<file path="config.mk">
export PLATFORM = sky130hd
export DESIGN_NAME = fp_add_seq
export DESIGN_NICKNAME = d
export VERILOG_FILES = /design/src/rtl/fp_add_seq.sv
export SDC_FILE = /design/constraint.sdc
export NUM_CORES = 1
export LEC_CHECK = 0
export CAP_MARGIN = 10
export CORE_MARGIN = 5
export CORE_UTILIZATION = 55
export CTS_CLUSTER_SIZE = 10
export DETAILED_ROUTE_END_ITERATION = 8
export PLACE_DENSITY = 0.77
export RECOVER_POWER = 100
export SYNTH_ARGS = -nofsm -noshare
export SYNTH_HDL_FRONTEND = slang
export SYNTH_SLANG_ARGS = --single-unit
</file>
<file path="constraint.sdc">
create_clock -name clk -period 5.1 [get_ports clk]
set_input_delay 1.02 -clock clk [delete_from_list [all_inputs] [get_ports clk]]
set_output_delay 1.02 -clock clk [all_outputs]
set_load 0.02 [all_outputs]
</file>
<file path="src/rtl/fp_add_seq.sv">
// fp_add_seq: multi-cycle floating-point adder for packed {sign, exp, fraction}
// words. One operation in flight; aligns, adds, normalises and rounds through
// an iterative FSM that shifts one bit per cycle. Denormals flush to zero.
// Optional feature macro: FP_ADD_RNE_EN selects round-to-nearest-even;
// without it the result is truncated (same latency either way).
module fp_add_seq #(
    parameter int precision     = 32,
    parameter int exponent_size = 8,
    parameter int mantissa_size = 23,
    parameter int exp_bias      = 127
) (
    input  logic                 clk,
    input  logic                 reset,
    input  logic                 in_valid,
    output logic                 in_ready,
    input  logic [precision-1:0] a,
    input  logic [precision-1:0] b,
    output logic                 out_valid,
    input  logic                 out_ready,
    output logic [precision-1:0] sum,
    output logic                 overflow
);

    // Working mantissa: {carry, hidden, fraction, guard, round, sticky}.
    localparam int W  = mantissa_size + 5;
    // Two spare exponent bits absorb the carry and rounding increments.
    localparam int EW = exponent_size + 2;
    localparam logic [EW-1:0] EXP_ONE       = EW'(1);
    localparam logic [EW-1:0] EXP_MAX       = EW'(2 * exp_bias + 1);
    localparam logic [EW-1:0] COLLAPSE_DIFF = EW'(mantissa_size + 3);
    localparam logic [precision-1:0] CANON_NAN =
        {1'b0, {exponent_size{1'b1}}, 1'b1, {(mantissa_size-1){1'b0}}};

    typedef enum logic [2:0] {S_IDLE, S_ALIGN, S_ADD, S_NORM, S_ROUND, S_DONE} state_t;

    state_t                 r_state;
    logic                   r_in_ready, r_out_valid, r_overflow;
    logic [precision-1:0]   r_sum;
    logic                   r_big_sign, r_small_sign;
    logic [EW-1:0]          r_big_exp, r_small_exp;
    logic [W-1:0]           r_big_man, r_small_man;

    // Operand field decode.
    logic                     w_a_sign, w_b_sign;
    logic [exponent_size-1:0] w_a_exp, w_b_exp;
    logic [mantissa_size-1:0] w_a_frac, w_b_frac;
    logic w_a_zero, w_b_zero, w_a_inf, w_b_inf, w_a_nan, w_b_nan, w_special;

    assign {w_a_sign, w_a_exp, w_a_frac} = a;
    assign {w_b_sign, w_b_exp, w_b_frac} = b;
    assign w_a_zero  = (w_a_exp == '0);
    assign w_b_zero  = (w_b_exp == '0);
    assign w_a_inf   = (w_a_exp == '1) && (w_a_frac == '0);
    assign w_b_inf   = (w_b_exp == '1) && (w_b_frac == '0);
    assign w_a_nan   = (w_a_exp == '1) && (w_a_frac != '0);
    assign w_b_nan   = (w_b_exp == '1) && (w_b_frac != '0);
    assign w_special = w_a_zero | w_b_zero | w_a_inf | w_b_inf | w_a_nan | w_b_nan;

    logic [W-1:0] w_a_man, w_b_man;
    assign w_a_man = {1'b0, 1'b1, w_a_frac, 3'b000};
    assign w_b_man = {1'b0, 1'b1, w_b_frac, 3'b000};

    // Result for zero / infinity / NaN operands, resolved without the datapath.
    logic [precision-1:0] w_special_sum;
    always_comb begin
        // NOTE: default first so every path assigns and no latch is inferred.
        w_special_sum = '0;
        if (w_a_nan || w_b_nan || (w_a_inf && w_b_inf && (w_a_sign != w_b_sign)))
            w_special_sum = CANON_NAN;
        else if (w_a_inf)
            w_special_sum = a;
        else if (w_b_inf)
            w_special_sum = b;
        else if (w_a_zero && w_b_zero)
            w_special_sum = {w_a_sign & w_b_sign, {(precision-1){1'b0}}};
        else if (w_a_zero)
            w_special_sum = b;
        else
            w_special_sum = a;
    end

    // Alignment and magnitude add/subtract.
    logic [EW-1:0] w_exp_diff;
    logic          w_big_ge;
    logic [W-1:0]  w_mag;
    logic          w_res_sign;
    assign w_exp_diff = r_big_exp - r_small_exp;
    assign w_big_ge   = (r_big_man >= r_small_man);
    assign w_mag      = (r_big_sign == r_small_sign) ? r_big_man + r_small_man :
                        w_big_ge ? r_big_man - r_small_man : r_small_man - r_big_man;
    assign w_res_sign = (r_big_sign == r_small_sign || w_big_ge) ? r_big_sign : r_small_sign;

    // Rounding of the normalised significand {hidden, fraction}.
    logic [mantissa_size:0]   w_sig;
    logic                     w_round_inc;
    logic [mantissa_size+1:0] w_sig_rnd;
    logic [EW-1:0]            w_rnd_exp;
    logic [mantissa_size-1:0] w_rnd_frac;
    assign w_sig = r_big_man[W-2:3];
`ifdef FP_ADD_RNE_EN
    assign w_round_inc = r_big_man[2] & (r_big_man[1] | r_big_man[0] | w_sig[0]);
`else
    assign w_round_inc = 1'b0;
`endif
    assign w_sig_rnd  = {1'b0, w_sig} + {{(mantissa_size+1){1'b0}}, w_round_inc};
    // A rounding carry leaves 1.000...0, so the stored fraction becomes zero.
    assign w_rnd_exp  = r_big_exp + {{(EW-1){1'b0}}, w_sig_rnd[mantissa_size+1]};
    assign w_rnd_frac = w_sig_rnd[mantissa_size+1] ? '0 : w_sig_rnd[mantissa_size-1:0];

    // Control FSM and datapath registers.
    always_ff @(posedge clk or negedge reset) begin
        if (!reset) begin
            r_state      <= S_IDLE;
            r_in_ready   <= 1'b1;
            r_out_valid  <= 1'b0;
            r_overflow   <= 1'b0;
            r_sum        <= '0;
            r_big_sign   <= 1'b0;
            r_small_sign <= 1'b0;
            r_big_exp    <= '0;
            r_small_exp  <= '0;
            r_big_man    <= '0;
            r_small_man  <= '0;
        end else begin
            // NOTE: non-blocking assignments so every register sees pre-edge values.
            case (r_state)
                S_IDLE: begin
                    if (in_valid) begin
                        r_in_ready <= 1'b0;
                        if (w_special) begin
                            r_sum       <= w_special_sum;
                            r_overflow  <= 1'b0;
                            r_out_valid <= 1'b1;
                            r_state     <= S_DONE;
                        end else begin
                            if (w_a_exp >= w_b_exp) begin
                                r_big_sign   <= w_a_sign;
                                r_big_exp    <= {2'b00, w_a_exp};
                                r_big_man    <= w_a_man;
                                r_small_sign <= w_b_sign;
                                r_small_exp  <= {2'b00, w_b_exp};
                                r_small_man  <= w_b_man;
                            end else begin
                                r_big_sign   <= w_b_sign;
                                r_big_exp    <= {2'b00, w_b_exp};
                                r_big_man    <= w_b_man;
                                r_small_sign <= w_a_sign;
                                r_small_exp  <= {2'b00, w_a_exp};
                                r_small_man  <= w_a_man;
                            end
                            r_state <= S_ALIGN;
                        end
                    end
                end
                S_ALIGN: begin
                    if (w_exp_diff == '0) begin
                        r_state <= S_ADD;
                    end else if (w_exp_diff > COLLAPSE_DIFF) begin
                        // Entire small operand lies below the sticky position.
                        r_small_man <= {{(W-1){1'b0}}, 1'b1};
                        r_small_exp <= r_big_exp;
                    end else begin
                        r_small_man <= {1'b0, r_small_man[W-1:2], r_small_man[1] | r_small_man[0]};
                        r_small_exp <= r_small_exp + EXP_ONE;
                    end
                end
                S_ADD: begin
                    if (w_mag == '0) begin
                        r_sum       <= '0;
                        r_overflow  <= 1'b0;
                        r_out_valid <= 1'b1;
                        r_state     <= S_DONE;
                    end else begin
                        r_big_man  <= w_mag;
                        r_big_sign <= w_res_sign;
                        r_state    <= S_NORM;
                    end
                end
                S_NORM: begin
                    if (r_big_man[W-1]) begin
                        r_big_man <= {1'b0, r_big_man[W-1:2], r_big_man[1] | r_big_man[0]};
                        r_big_exp <= r_big_exp + EXP_ONE;
                        r_state   <= S_ROUND;
                    end else if (r_big_man[W-2]) begin
                        r_state <= S_ROUND;
                    end else if (r_big_exp <= EXP_ONE) begin
                        // Result would be denormal: flush to signed zero.
                        r_sum       <= {r_big_sign, {(precision-1){1'b0}}};
                        r_overflow  <= 1'b0;
                        r_out_valid <= 1'b1;
                        r_state     <= S_DONE;
                    end else begin
                        r_big_man <= {r_big_man[W-2:0], 1'b0};
                        r_big_exp <= r_big_exp - EXP_ONE;
                    end
                end
                S_ROUND: begin
                    if (w_rnd_exp >= EXP_MAX) begin
                        r_sum      <= {r_big_sign, {exponent_size{1'b1}}, {mantissa_size{1'b0}}};
                        r_overflow <= 1'b1;
                    end else begin
                        r_sum      <= {r_big_sign, w_rnd_exp[exponent_size-1:0], w_rnd_frac};
                        r_overflow <= 1'b0;
                    end
                    r_out_valid <= 1'b1;
                    r_state     <= S_DONE;
                end
                S_DONE: begin
                    if (out_ready) begin
                        r_out_valid <= 1'b0;
                        r_in_ready  <= 1'b1;
                        r_state     <= S_IDLE;
                    end
                end
                default: r_state <= S_IDLE;
            endcase
        end
    end

    assign in_ready  = r_in_ready;
    assign out_valid = r_out_valid;
    assign sum       = r_sum;
    assign overflow  = r_overflow;

endmodule

</file>
==> impl_results.md <==
- GRT overflow: 0
- CTS Buffer Depth: 2
- Drt initial violations: 2463
- Post-CTS setup buffer count: 0
- Critical path arrival: around 5.2 ns
- Crit. End Element: register
- Worst Setup Start Kind: input pin
- Worst setup startpoint: a[23]
- Final Max Slew Viols: approximately 110
- Vias in the first global route: approximately 14000
- Via count: about 15000
- Cells after Synth: around 1800
- Post-synth top area share: 0.215
- Reg2Reg Launch Point: r_big_man[21]$_DFFE_PN0P_
- Hold WC Path Type: register to register
- Gr usage total: 0.384
- Root Buffer: clkbuf_16
- Status: finished, violations left
- Synth area leaders: dfrtp_1 21%, ha_1 9.7%, o21ai_0 7.3%, a21oi_1 6.5%, mux2i_1 5.6%
- Count of input and output buffers: a little over 100
- Synth Register Bits: around 120
- Initial Util: 0.563
- Clk_skew: roughly 0.016 ns
- Max-Cap Viols: 3
- Net Count, Synth: between 1500 and 2000
- RSZ-0062 raised after global routing: no
- Dpl hpwl: between 40000 and 50000 µm
- Area leader, netlist: dfrtp_1
- Post-synth cell types: 82
- Clk slew on worst S/H paths: roughly 0.05 ns
- Final GP Congestion: between 1 and 1.5
- Yosys Warn Count: 0
- Total core area: between 0.02 and 0.025 mm²
- Slew @ Worst Pin: ~2.3 ns
- Final Hold Vio Count: 0
- First-pass DRT Iterations: 6
- Vias/cell: 6.81
- Critical path class: input pin to register
- Std-Cell Rows: between 50 and 60
- CTS tree: yes
- CTS buffer count: 17
- Fraction of registers with async set or reset after synthesis: 1.00
- Number of flops mapped to enable cells by yosys: 0
- WL/cell: ~24 µm
- Critical path fanouts, max: 35
- Fin crit share: 0.958
- I/O pin count: 103
- Worst-Skew Late Latency: between 0.4 and 0.5 ns
- Drt drc: 0
- DRT Wirelength: 53000 µm
- Die Span Y: ~170 µm
- Violated checks: capacitance limit, slew limit
- R2R cell count: 15
- Syn Area/Cell: about 7.5 µm²
- Initial antenna violation count: 0
- Reg2reg end: sum[1]$_DFFE_PN0P_
- Endpoints failing setup: 0
- Required @ worst endpoint: about 5.4 ns
- Cts hold-fix bufs: 0
- H-tree depth: 4
- FF-to-FF setup slack: between 0.2 and 0.3 ns
- Post-synth top flop: dfrtp_1
- Count of cells resized by post-cts repair: 0
- DRT antenna net count: 0
- Area grow syn2layout: 17.2%
- Slew headroom: -0.510
- Synth Cell Area: 0.0133 mm²
- Diode count: 0
- Largest net degree at the start of global routing: 63
- Setup TNS: 0 ns
- CTS Sinks: ~120
- First-pass GRT wire length: just over 80000 µm
- Fillers: around 2100
- Sequential fraction of the synthesis area: 0.217
- Die Wd: between 150 and 200 µm
- Final min period: around 4.9 ns
- CP Capture Point: r_big_man[24]$_DFFE_PN0P_
- Fraction of layout instances using a drive strength above 1: 0.0925
- Max Clock Freq: approximately 0.20 GHz
- Layout Nets: between 2000 and 2500
- Die ar.: approximately 0.027 mm²
## Yosys cell counts (8+ instances only)
cell type	instances
a21o_1	21
o21ai_0	195
buf_2	11
nand3_1	68
and3_1	34
a22oi_1	8
a222oi_1	18
xnor2_1	23
nor2b_1	19
or3_1	9
o221ai_1	8
o2111ai_1	8
a31oi_1	38
xor2_1	8
nand2b_1	22
clkbuf_1	95
mux2i_1	74
nor2_1	129
nand4_1	30
o31ai_1	13
a211oi_1	24
o21bai_1	16
mux2_1	12
a21oi_1	173
buf_1	12
nand2_1	132
dfrtp_1	114
o21a_1	8
inv_1	109
mux2_2	26
o211ai_1	25
ha_1	103
a211o_1	8
nor3_1	37
nor4_1	23
or4_1	10
o22ai_1	9
## critical path, stage by stage
cell	delay, ns
dlygate4sd3_1	0.63
inv_1	0.09
ha_1	0.29
nand2b_1	0.14
a21o_1	0.17
a21o_1	0.17
a21o_1	0.17
a21oi_1	0.14
nor2b_1	0.06
o21ai_0	0.20
o2bb2ai_2	0.85
mux2_2	0.45
a222oi_1	0.28
o21ai_0	0.18
mux2_1	0.32
## through the flow
step / hold WS, ns / area, µm² / utilization / std cells / setup WS, ns
final: 0.518 / 15600 / 0.659 / 2201 / 0.214
after floorplan: 0.460 / 13300 / - / 1776 / 0.851
after CTS: 0.514 / 15600 / 0.662 / 2201 / 0.364
after global placement: 0.483 / 15000 / 0.635 / 2170 / 0.376
after global routing: 0.547 / 15600 / 0.659 / 2201 / 0.0522
after detailed placement: 0.502 / 15000 / 0.635 / 2170 / 0.240
## cell type report
class                      instances  area [µm²]  area share
multi-input combinational       1425        9500       0.610
inverter                         110         413      0.0265
clock buffer                      20         467      0.0300
clock inverter                    11         153     0.00981
timing repair buffer             201        1760       0.113
sequential                       115        2880       0.185
tap                              319         399      0.0256
## layout by cell type, fill, tap and decap left out, types with 17 or more instances in the layout
master / synthesis / layout
o21ai_0: 195 / 195
xnor2_1: 23 / 22
o211ai_1: 25 / 25
nor2_1: 129 / 128
mux2_2: 26 / 26
nor4_1: 23 / 22
inv_1: 109 / 109
dlygate4sd3_1: 0 / 38
and3_1: 34 / 34
a31oi_1: 38 / 38
a21o_1: 21 / 21
ha_1: 103 / 103
a222oi_1: 18 / 18
clkbuf_16: 0 / 17
nand2_1: 132 / 132
nor2b_1: 19 / 19
dfrtp_1: 114 / 114
buf_4: 3 / 84
nor3_1: 37 / 36
nand2b_1: 22 / 21
nand3_1: 68 / 68
clkdlybuf4s50_1: 0 / 63
a21oi_1: 173 / 172
a211oi_1: 24 / 24
nand4_1: 30 / 30
mux2i_1: 74 / 74
## how the worst min path moves through the flow
stage / from / endpoint / slack (ns) / cells past startpoint
floorplan: r_small_exp[5]$_DFFE_PN0P_ / r_small_exp[5]$_DFFE_PN0P_ / 0.46 / 1
global placement: r_small_exp[5]$_DFFE_PN0P_ / r_small_exp[5]$_DFFE_PN0P_ / 0.48 / 1
detailed placement: r_small_exp[7]$_DFFE_PN0P_ / r_small_exp[7]$_DFFE_PN0P_ / 0.50 / 2
CTS: r_small_exp[5]$_DFFE_PN0P_ / r_small_exp[5]$_DFFE_PN0P_ / 0.51 / 1
global route: r_small_exp[5]$_DFFE_PN0P_ / r_small_exp[5]$_DFFE_PN0P_ / 0.55 / 1
finish: r_small_exp[5]$_DFFE_PN0P_ / r_small_exp[5]$_DFFE_PN0P_ / 0.52 / 1
## state kept, by name, indices dropped and copies added, names as in the netlist
signal and flops:
in_ready 1, r_small_exp 10, overflow 1, out_valid 1, r_big_exp 10, r_state 3, r_big_man 28, r_big_sign 1
sum 32, r_small_man 27, r_small_sign 1
## kinds of logic (layout without fill, tap and decap cells)
| group | after synthesis | after routing | synth area share |
|---|---|---|---|
| AO/OA/AOI/OAI | 628 | 628 | 0.294 |
| AND/OR/NAND/NOR | 547 | 547 | 0.205 |
| buffers and inverters | 236 | 342 | 0.0723 |
| flip-flops | 115 | 115 | 0.217 |
| multiplexers | 112 | 112 | 0.0880 |
| adder cells (fa/ha/maj) | 107 | 107 | 0.103 |
| XOR/XNOR | 31 | 31 | 0.0204 |
## metal layers
layer,global-route usage,vias up,part of all wire
li1,-,6757,-
met1,0.557,7115,0.43
met2,0.544,975,0.41
met3,0.127,131,0.13
met4,0.111,0,0.031
met5,0,-,0
Power is left out: the tool's default activity adds up to more than one toggle a clock period on the data nets, which glitch-free logic cannot reach.
